<file path="src/rtl/periph_pkg.sv">
// Shared definitions for the peripheral bus controller: register map,
// status/control bit positions, key-event record and digit register layout.
package periph_pkg;

  // Keypad scan code width and the event record returned by KEY_DATA.
  localparam int KEY_CODE_W = 4;

  typedef struct packed {
    logic                  valid;
    logic [KEY_CODE_W-1:0] code;
  } key_event_t;

  localparam int KEY_EVT_W = $bits(key_event_t);

  // Register addresses (word addresses).
  localparam int ADDR_KEY_DATA = 0;
  localparam int ADDR_KEY_STAT = 1;
  localparam int ADDR_KEY_CTRL = 2;

  // KEY_STAT field positions.
  localparam int STAT_OVF_BIT   = 7;
  localparam int STAT_FULL_BIT  = 6;
  localparam int STAT_EMPTY_BIT = 5;
  localparam int STAT_CNT_W     = 4;

  // KEY_CTRL field positions.
  localparam int CTRL_FLUSH_BIT   = 0;
  localparam int CTRL_CLR_OVF_BIT = 1;
  localparam int CTRL_IRQ_EN_BIT  = 2;

  // Digit register layout: [3:0] value, [4] dot, [5] blank.
  localparam int DIG_VAL_W     = 4;
  localparam int DIG_DOT_BIT   = 4;
  localparam int DIG_BLANK_BIT = 5;
  localparam int DIG_W         = 6;

  // Clamp a FIFO occupancy into the status count field.
  function automatic logic [STAT_CNT_W-1:0] sat_count(input int unsigned c);
    int unsigned lim;
    lim = (1 << STAT_CNT_W) - 1;
    if (c > lim) return '1;
    else         return STAT_CNT_W'(c);
  endfunction

endpackage

</file>
<file path="src/rtl/key_event_fifo.sv">
// Keypad event FIFO: circular buffer with push/pop/flush, occupancy count
// and a sticky overflow flag raised when a push is dropped while full.
module key_event_fifo
  import periph_pkg::*;
#(
  parameter int DEPTH = 4,
  parameter int WIDTH = 4
) (
  input  logic                       clk,
  input  logic                       rst_n,
  input  logic                       i_push,
  input  logic [WIDTH-1:0]           i_data,
  input  logic                       i_pop,
  input  logic                       i_flush,
  input  logic                       i_clr_ovf,
  output logic [WIDTH-1:0]           o_data,
  output logic                       o_full,
  output logic                       o_empty,
  output logic [$clog2(DEPTH):0]     o_count,
  output logic                       o_overflow
);

  localparam int PW = $clog2(DEPTH);
  localparam int CW = PW + 1;

  logic [WIDTH-1:0] r_mem [DEPTH];
  logic [PW-1:0]    r_wr_ptr;
  logic [PW-1:0]    r_rd_ptr;
  logic [CW-1:0]    r_count;
  logic             r_overflow;

  logic w_full;
  logic w_empty;
  logic w_do_pop;
  logic w_do_push;

  assign w_full  = (r_count == CW'(DEPTH));
  assign w_empty = (r_count == '0);

  // Flush dominates everything in its cycle; a push into a full FIFO only
  // lands when a pop frees the head slot on the same edge.
  assign w_do_pop  = i_pop & ~w_empty & ~i_flush;
  assign w_do_push = i_push & ~i_flush & (~w_full | w_do_pop);

  // Storage array: written at the write pointer on an accepted push.
  always_ff @(posedge clk) begin
    if (w_do_push) r_mem[r_wr_ptr] <= i_data;
  end

  // Pointers and occupancy; pointer wrap is free since DEPTH is a power of two.
  always_ff @(posedge clk or negedge rst_n) begin
    if (!rst_n) begin
      r_wr_ptr <= '0;
      r_rd_ptr <= '0;
      r_count  <= '0;
    end else if (i_flush) begin
      r_wr_ptr <= '0;
      r_rd_ptr <= '0;
      r_count  <= '0;
    end else begin
      if (w_do_push) r_wr_ptr <= r_wr_ptr + 1'b1;
      if (w_do_pop)  r_rd_ptr <= r_rd_ptr + 1'b1;
      case ({w_do_push, w_do_pop})
        2'b10:   r_count <= r_count + 1'b1;
        2'b01:   r_count <= r_count - 1'b1;
        default: r_count <= r_count;
      endcase
    end
  end

  // Sticky overflow: a fresh drop in the same cycle as a clear keeps it set.
  always_ff @(posedge clk or negedge rst_n) begin
    if (!rst_n) begin
      r_overflow <= 1'b0;
    end else if (i_push & w_full & ~w_do_pop & ~i_flush) begin
      r_overflow <= 1'b1;
    end else if (i_clr_ovf) begin
      r_overflow <= 1'b0;
    end
  end

  assign o_data     = r_mem[r_rd_ptr];
  assign o_full     = w_full;
  assign o_empty    = w_empty;
  assign o_count    = r_count;
  assign o_overflow = r_overflow;

endmodule

</file>
<file path="src/rtl/peripheral_bus_controller.sv">
// Memory-mapped bridge between the CPU data bus and the keypad / 7-seg
// peripherals. Bus protocol: address/din/strobes are sampled on the rising
// edge; a read strobe in cycle N returns registered data with dout_valid in
// cycle N+1. When both strobes are high the write wins and the read is dropped.
module peripheral_bus_controller
  import periph_pkg::*;
#(
  parameter int DATA_W     = 8,
  parameter int ADDR_W     = 4,
  parameter int NUM_DIGITS = 11,
  parameter int FIFO_DEPTH = 4,
  parameter int DISP_BASE  = 4
) (
  input  logic                    clk,
  input  logic                    rst_n,
  input  logic [ADDR_W-1:0]       address,
  input  logic [DATA_W-1:0]       din,
  input  logic                    writeEnable,
  input  logic                    readEnable,
  output logic [DATA_W-1:0]       dout,
  output logic                    dout_valid,
  input  logic                    key_valid,
  input  logic [KEY_CODE_W-1:0]   key_code,
  output logic [NUM_DIGITS*4-1:0] disp_value,
  output logic [NUM_DIGITS-1:0]   disp_dot,
  output logic [NUM_DIGITS-1:0]   disp_blank,
  output logic                    irq
);

  localparam int CW = $clog2(FIFO_DEPTH) + 1;

  logic [DIG_W-1:0]      r_digit [NUM_DIGITS];
  logic [DATA_W-1:0]     r_dout;
  logic                  r_dout_valid;
  logic                  r_irq_en;

  logic                  w_rd;
  logic                  w_sel_data;
  logic                  w_sel_stat;
  logic                  w_sel_ctrl;
  logic                  w_wr_ctrl;
  logic                  w_pop;
  logic                  w_flush;
  logic                  w_clr_ovf;
  logic [KEY_CODE_W-1:0] w_head;
  logic                  w_full;
  logic                  w_empty;
  logic [CW-1:0]         w_count;
  logic                  w_overflow;
  logic [DATA_W-1:0]     w_rdata;
  key_event_t            w_head_evt;

  assign w_rd       = readEnable & ~writeEnable;
  assign w_sel_data = (address == ADDR_W'(ADDR_KEY_DATA));
  assign w_sel_stat = (address == ADDR_W'(ADDR_KEY_STAT));
  assign w_sel_ctrl = (address == ADDR_W'(ADDR_KEY_CTRL));
  assign w_wr_ctrl  = writeEnable & w_sel_ctrl;
  assign w_pop      = w_rd & w_sel_data;
  assign w_flush    = w_wr_ctrl & din[CTRL_FLUSH_BIT];
  assign w_clr_ovf  = w_wr_ctrl & din[CTRL_CLR_OVF_BIT];

  key_event_fifo #(
    .DEPTH (FIFO_DEPTH),
    .WIDTH (KEY_CODE_W)
  ) u_fifo (
    .clk        (clk),
    .rst_n      (rst_n),
    .i_push     (key_valid),
    .i_data     (key_code),
    .i_pop      (w_pop),
    .i_flush    (w_flush),
    .i_clr_ovf  (w_clr_ovf),
    .o_data     (w_head),
    .o_full     (w_full),
    .o_empty    (w_empty),
    .o_count    (w_count),
    .o_overflow (w_overflow)
  );

  assign w_head_evt.valid = 1'b1;
  assign w_head_evt.code  = w_head;

  // Interrupt enable lives in KEY_CTRL bit 2.
  always_ff @(posedge clk or negedge rst_n) begin
    if (!rst_n) begin
      r_irq_en <= 1'b0;
    end else if (w_wr_ctrl) begin
      r_irq_en <= din[CTRL_IRQ_EN_BIT];
    end
  end

  // Digit register file; reset leaves every digit blanked.
  always_ff @(posedge clk or negedge rst_n) begin
    if (!rst_n) begin
      for (int i = 0; i < NUM_DIGITS; i++) begin
        r_digit[i] <= DIG_W'(1 << DIG_BLANK_BIT);
      end
    end else if (writeEnable) begin
      for (int i = 0; i < NUM_DIGITS; i++) begin
        if (address == ADDR_W'(DISP_BASE + i)) r_digit[i] <= din[DIG_W-1:0];
      end
    end
  end

  // Read mux over pre-edge state; unmapped addresses read zero.
  always_comb begin
    w_rdata = '0;
    if (w_sel_data) begin
      if (!w_empty) w_rdata[KEY_EVT_W-1:0] = w_head_evt;
    end else if (w_sel_stat) begin
      w_rdata[STAT_OVF_BIT]     = w_overflow;
      w_rdata[STAT_FULL_BIT]    = w_full;
      w_rdata[STAT_EMPTY_BIT]   = w_empty;
      w_rdata[STAT_CNT_W-1:0]   = sat_count(32'(w_count));
    end else if (w_sel_ctrl) begin
      w_rdata[CTRL_IRQ_EN_BIT]  = r_irq_en;
    end else begin
      for (int i = 0; i < NUM_DIGITS; i++) begin
        if (address == ADDR_W'(DISP_BASE + i)) w_rdata[DIG_W-1:0] = r_digit[i];
      end
    end
  end

  // Registered read response; dout holds when no read is accepted.
  always_ff @(posedge clk or negedge rst_n) begin
    if (!rst_n) begin
      r_dout       <= '0;
      r_dout_valid <= 1'b0;
    end else begin
      r_dout_valid <= w_rd;
      if (w_rd) r_dout <= w_rdata;
    end
  end

  genvar g;
  generate
    for (g = 0; g < NUM_DIGITS; g++) begin : g_disp
      assign disp_value[4*g +: 4] = r_digit[g][DIG_VAL_W-1:0];
      assign disp_dot[g]          = r_digit[g][DIG_DOT_BIT];
      assign disp_blank[g]        = r_digit[g][DIG_BLANK_BIT];
    end
  endgenerate

  assign dout       = r_dout;
  assign dout_valid = r_dout_valid;
  assign irq        = r_irq_en & ~w_empty;

endmodule

</file>
<file path="config.mk">
export PLATFORM = sky130hd
export DESIGN_NAME = peripheral_bus_controller
export DESIGN_NICKNAME = d
export VERILOG_FILES = /design/src/rtl/periph_pkg.sv /design/src/rtl/key_event_fifo.sv /design/src/rtl/peripheral_bus_controller.sv
export SDC_FILE = /design/constraint.sdc
export NUM_CORES = 1
export LEC_CHECK = 0
export BUFFER_PORTS_ARGS = -buffer_cell sky130_fd_sc_hd__buf_2
export CAP_MARGIN = 40
export CORE_UTILIZATION = 43
export CTS_CLUSTER_DIAMETER = 80
export DETAILED_ROUTE_END_ITERATION = 6
export RECOVER_POWER = 50
export SKIP_LAST_GASP = 1
export SYNTH_ARGS = -nofsm -noshare
export SYNTH_HDL_FRONTEND = slang
export SYNTH_SLANG_ARGS = --single-unit
</file>
<file path="constraint.sdc">
create_clock -name clk -period 5 [get_ports clk]
set_input_delay 0.5 -clock clk [delete_from_list [all_inputs] [get_ports clk]]
set_output_delay 0.5 -clock clk [all_outputs]
set_load 0.02 [all_outputs]
</file>
==> flow_summary.yaml <==
yosys:
  syn_nets: 430
  postSynth.asyncResetShare_pct: 84.0
  synth_cell_types: 53
  ys.warnings.count: 0
  synth_top_area_share_pct: 37.4
  synth.largest_area_cell: "dfrtp_1"
  synth_edf_count: 16
  synth-seq-cells: 100
  syn_area_mm2: 0.00489
  avgSynthCellArea_um2: 12.1
  ys_seq_area_share_pct: 53.1
  ys_top_cells_by_area: "dfrtp_1, mux2_2, edfxtp_1"
  syn_inst: 403
  ys.flop_type: "dfrtp_1"
timing:
  rsz0062_at_grt: "false"
  tightest_slew_ns: 2.30
  fin_crit_sh_pct: 62.9
  fin_setup_tns_ns: 0
  finalMaxSlewViolations: 43
  fmaxAchievable_mhz: 318
  clock_skew_ns: 0.00599
  max-slew-margin-rel_pct: -53.6
  setup_viol: 0
  finalHoldViolations: 0
  fin_ws_ns: 1.86
  min_period_ns: 3.14
routing:
  vias: 3626
  drc: 0
  drtPass1Iterations: 4
  routed_wl_um: 13300
  drt_iter0_drc: 241
  vias_per_cell: 5.76
  routedWlPerCell_um: 21.1
  final_antenna_net_count: 0
finish:
  mostFrequentLayoutCells: "dfrtp_1, mux2_2, buf_2"
  fillCellCount: 1023
  drive_gt1_share_pct: 33.3
  multi_input_area_mm2: 0.00209
  antenna_cells: 0
  final_common_cell: "dfrtp_1"
  nets: 512
  seq_area_mm2: 0.00260
  area_growth_pct: 15.3
critical_path:
  rr_worst_depth: 8
  worstSetupPathType: "primary input to flop"
  arrival_ns: 3.37
  reg2reg_slack_ns: 2.44
  r2r_end: "u_fifo.o_count[2]"
  crit_start: "address[0]"
  crit_required_ns: 5.23
  worstSetupEndpointType: "flop"
  path_max_fanout: 24
  endpoint: "u_fifo.o_count[2]"
  cp-start-kind: "primary input"
  r2r-start: "u_fifo.o_count[2]"
die:
  die_h_um: 109
  initial_core_util_pct: 44.7
  pin_count: 97
  die-area_mm2: 0.0118
  dieWidth_um: 109
  core_area_mm2: 0.0109
  rows: 38
clock_network:
  clock_path_buffers: 2
  htree_levels: 3
  holdBufCountCts: 0
  cts-root-buf: "clkbuf_16"
  cts_resized: 0
  tritoncts: "built"
  cts_sinks: 100
  cts_buffers: 9
  clk_transition_reported_paths_ns: 0.07
  clk_latency_ns: 0.36
  post-cts-setup-buffers: 0
place:
  gp_congestion: 0.833
  place_ws_ns: 1.98
  io_buffers: 94
  place_hpwl_um: 9420
outcome:
  violations: "capacitance limit, slew limit"
  status: "finished, violations left"
global_route:
  grt_util_all_layers_pct: 24.0
  grt_max_degree: 44
  antenna_found_initial: 0
  grt_overflow: 0
  grt_pass1_wl_um: 20400
  grt_pass1_vias: 3506
power_and_ir_drop:
  p_leak_uw: 0.00233
  worst_ir_drop_vdd_mv: 0.181
  power_density_mw_per_mm2: 477
run:
  maxCapViolCount: 1
worst_hold_path:
  hp-class: "primary input to flop"
## layout make-up
class / count / area share [%]
inverter: 13 / 0.866
clock buffer: 9 / 4.00
timing repair buffer: 95 / 7.55
multi-input combinational: 266 / 37.1
clock inverter: 7 / 1.31
tap: 140 / 3.11
sequential: 100 / 46.1
## power breakdown
part	total, uW	switching, uW	internal (uW)
Combinational	749	447	302
Sequential	1220	182	1040
Clock	717	327	390
Total	2690	956	1730
## cell families (layout without fill, tap and decap cells)
kind of cell             Yosys count  after routing  share of synthesized area, %
AO/OA/AOI/OAI                     93             93                          12.9
XOR/XNOR                           6              6                          1.08
adder cells (fa/ha/maj)            6              6                          1.69
buffers and inverters             37            124                          3.97
flip-flops                       100            100                          53.1
multiplexers                      76             76                          18.3
AND/OR/NAND/NOR                   85             85                          9.04
## worst max-delay path: stages
cell	delay, ns
clkbuf_1	0.82
nor2b_1	0.41
nand3_1	0.25
o211a_4	0.22
inv_1	0.05
ha_1	0.22
fa_1	0.44
xnor2_1	0.13
nor2_1	0.12
xnor2_1	0.13
nor2_1	0.05
## through the flow
| step | utilization (%) | hold WS (ns) | std cells | area [um2] | total power, uW |
|---|---|---|---|---|---|
| after floorplan | - | 0.204 | 403 | 4890 | 1710 |
| after global placement | 49.4 | 0.474 | 614 | 5400 | 1980 |
| after detailed placement | 49.4 | 0.471 | 614 | 5400 | 2000 |
| after CTS | 52.1 | 0.150 | 630 | 5700 | 2720 |
| after global routing | 51.5 | 0.420 | 630 | 5630 | 2820 |
| final | 51.5 | 0.411 | 630 | 5630 | 2690 |
## how the worst min path moves through the flow
stage,startpoint,slack [ns],end,depth (start not counted)
after global routing,key_code[2],0.42,u_fifo.r_mem[1][2],1
after floorplan,rst_n,0.20,disp_dot[0],0
final,key_code[2],0.41,u_fifo.r_mem[1][2],1
after global placement,u_fifo.o_overflow,0.47,u_fifo.o_overflow,2
after CTS,rst_n,0.15,disp_value[14],1
after detailed placement,u_fifo.o_overflow,0.47,u_fifo.o_overflow,2
## metal layers
| metal | vias up | track usage (%) | part of all wire [%] |
|---|---|---|---|
| met5 | - | 0 | 0 |
| met4 | 0 | 8.78 | 1.4 |
| met3 | 15 | 4.54 | 6.1 |
| met2 | 118 | 35.3 | 45 |
| met1 | 1848 | 35.1 | 47 |
| li1 | 1645 | - | - |
## registers in the layout, summed over array words and instances (netlist names)
name	count
disp_value	44
u_fifo.r_mem	16
disp_blank	11
disp_dot	11
dout	8
u_fifo.o_count	3
u_fifo.r_rd_ptr	2
u_fifo.r_wr_ptr	2
dout_valid	1
r_irq_en	1
u_fifo.o_overflow	1
## Yosys cell counts, types with 2 or more instances
library cell and number:
nor3_1 5, nand2b_1 4, mux2i_1 7, xnor2_1 4, a221o_1 3, inv_2 3
buf_2 5, mux4_2 4, xor2_1 2, o21ai_0 23, or2_4 2, buf_6 4
nand2_1 21, a22o_1 2, ha_1 5, o31ai_1 7, o22ai_1 8, mux2_2 65
a21o_1 3, and2_1 4, dfrtp_1 73, nand3_1 6, a211oi_1 2, and3_1 2
clkbuf_1 9, dfstp_2 11, a21oi_1 24, or3_1 2, buf_4 5, a221oi_1 8
a22oi_1 2, nor2b_1 3, nor2_2 5, edfxtp_1 16, o211ai_1 2, nor2_1 26
inv_1 10
No activity file was read; power rests on OpenSTA's default activity.
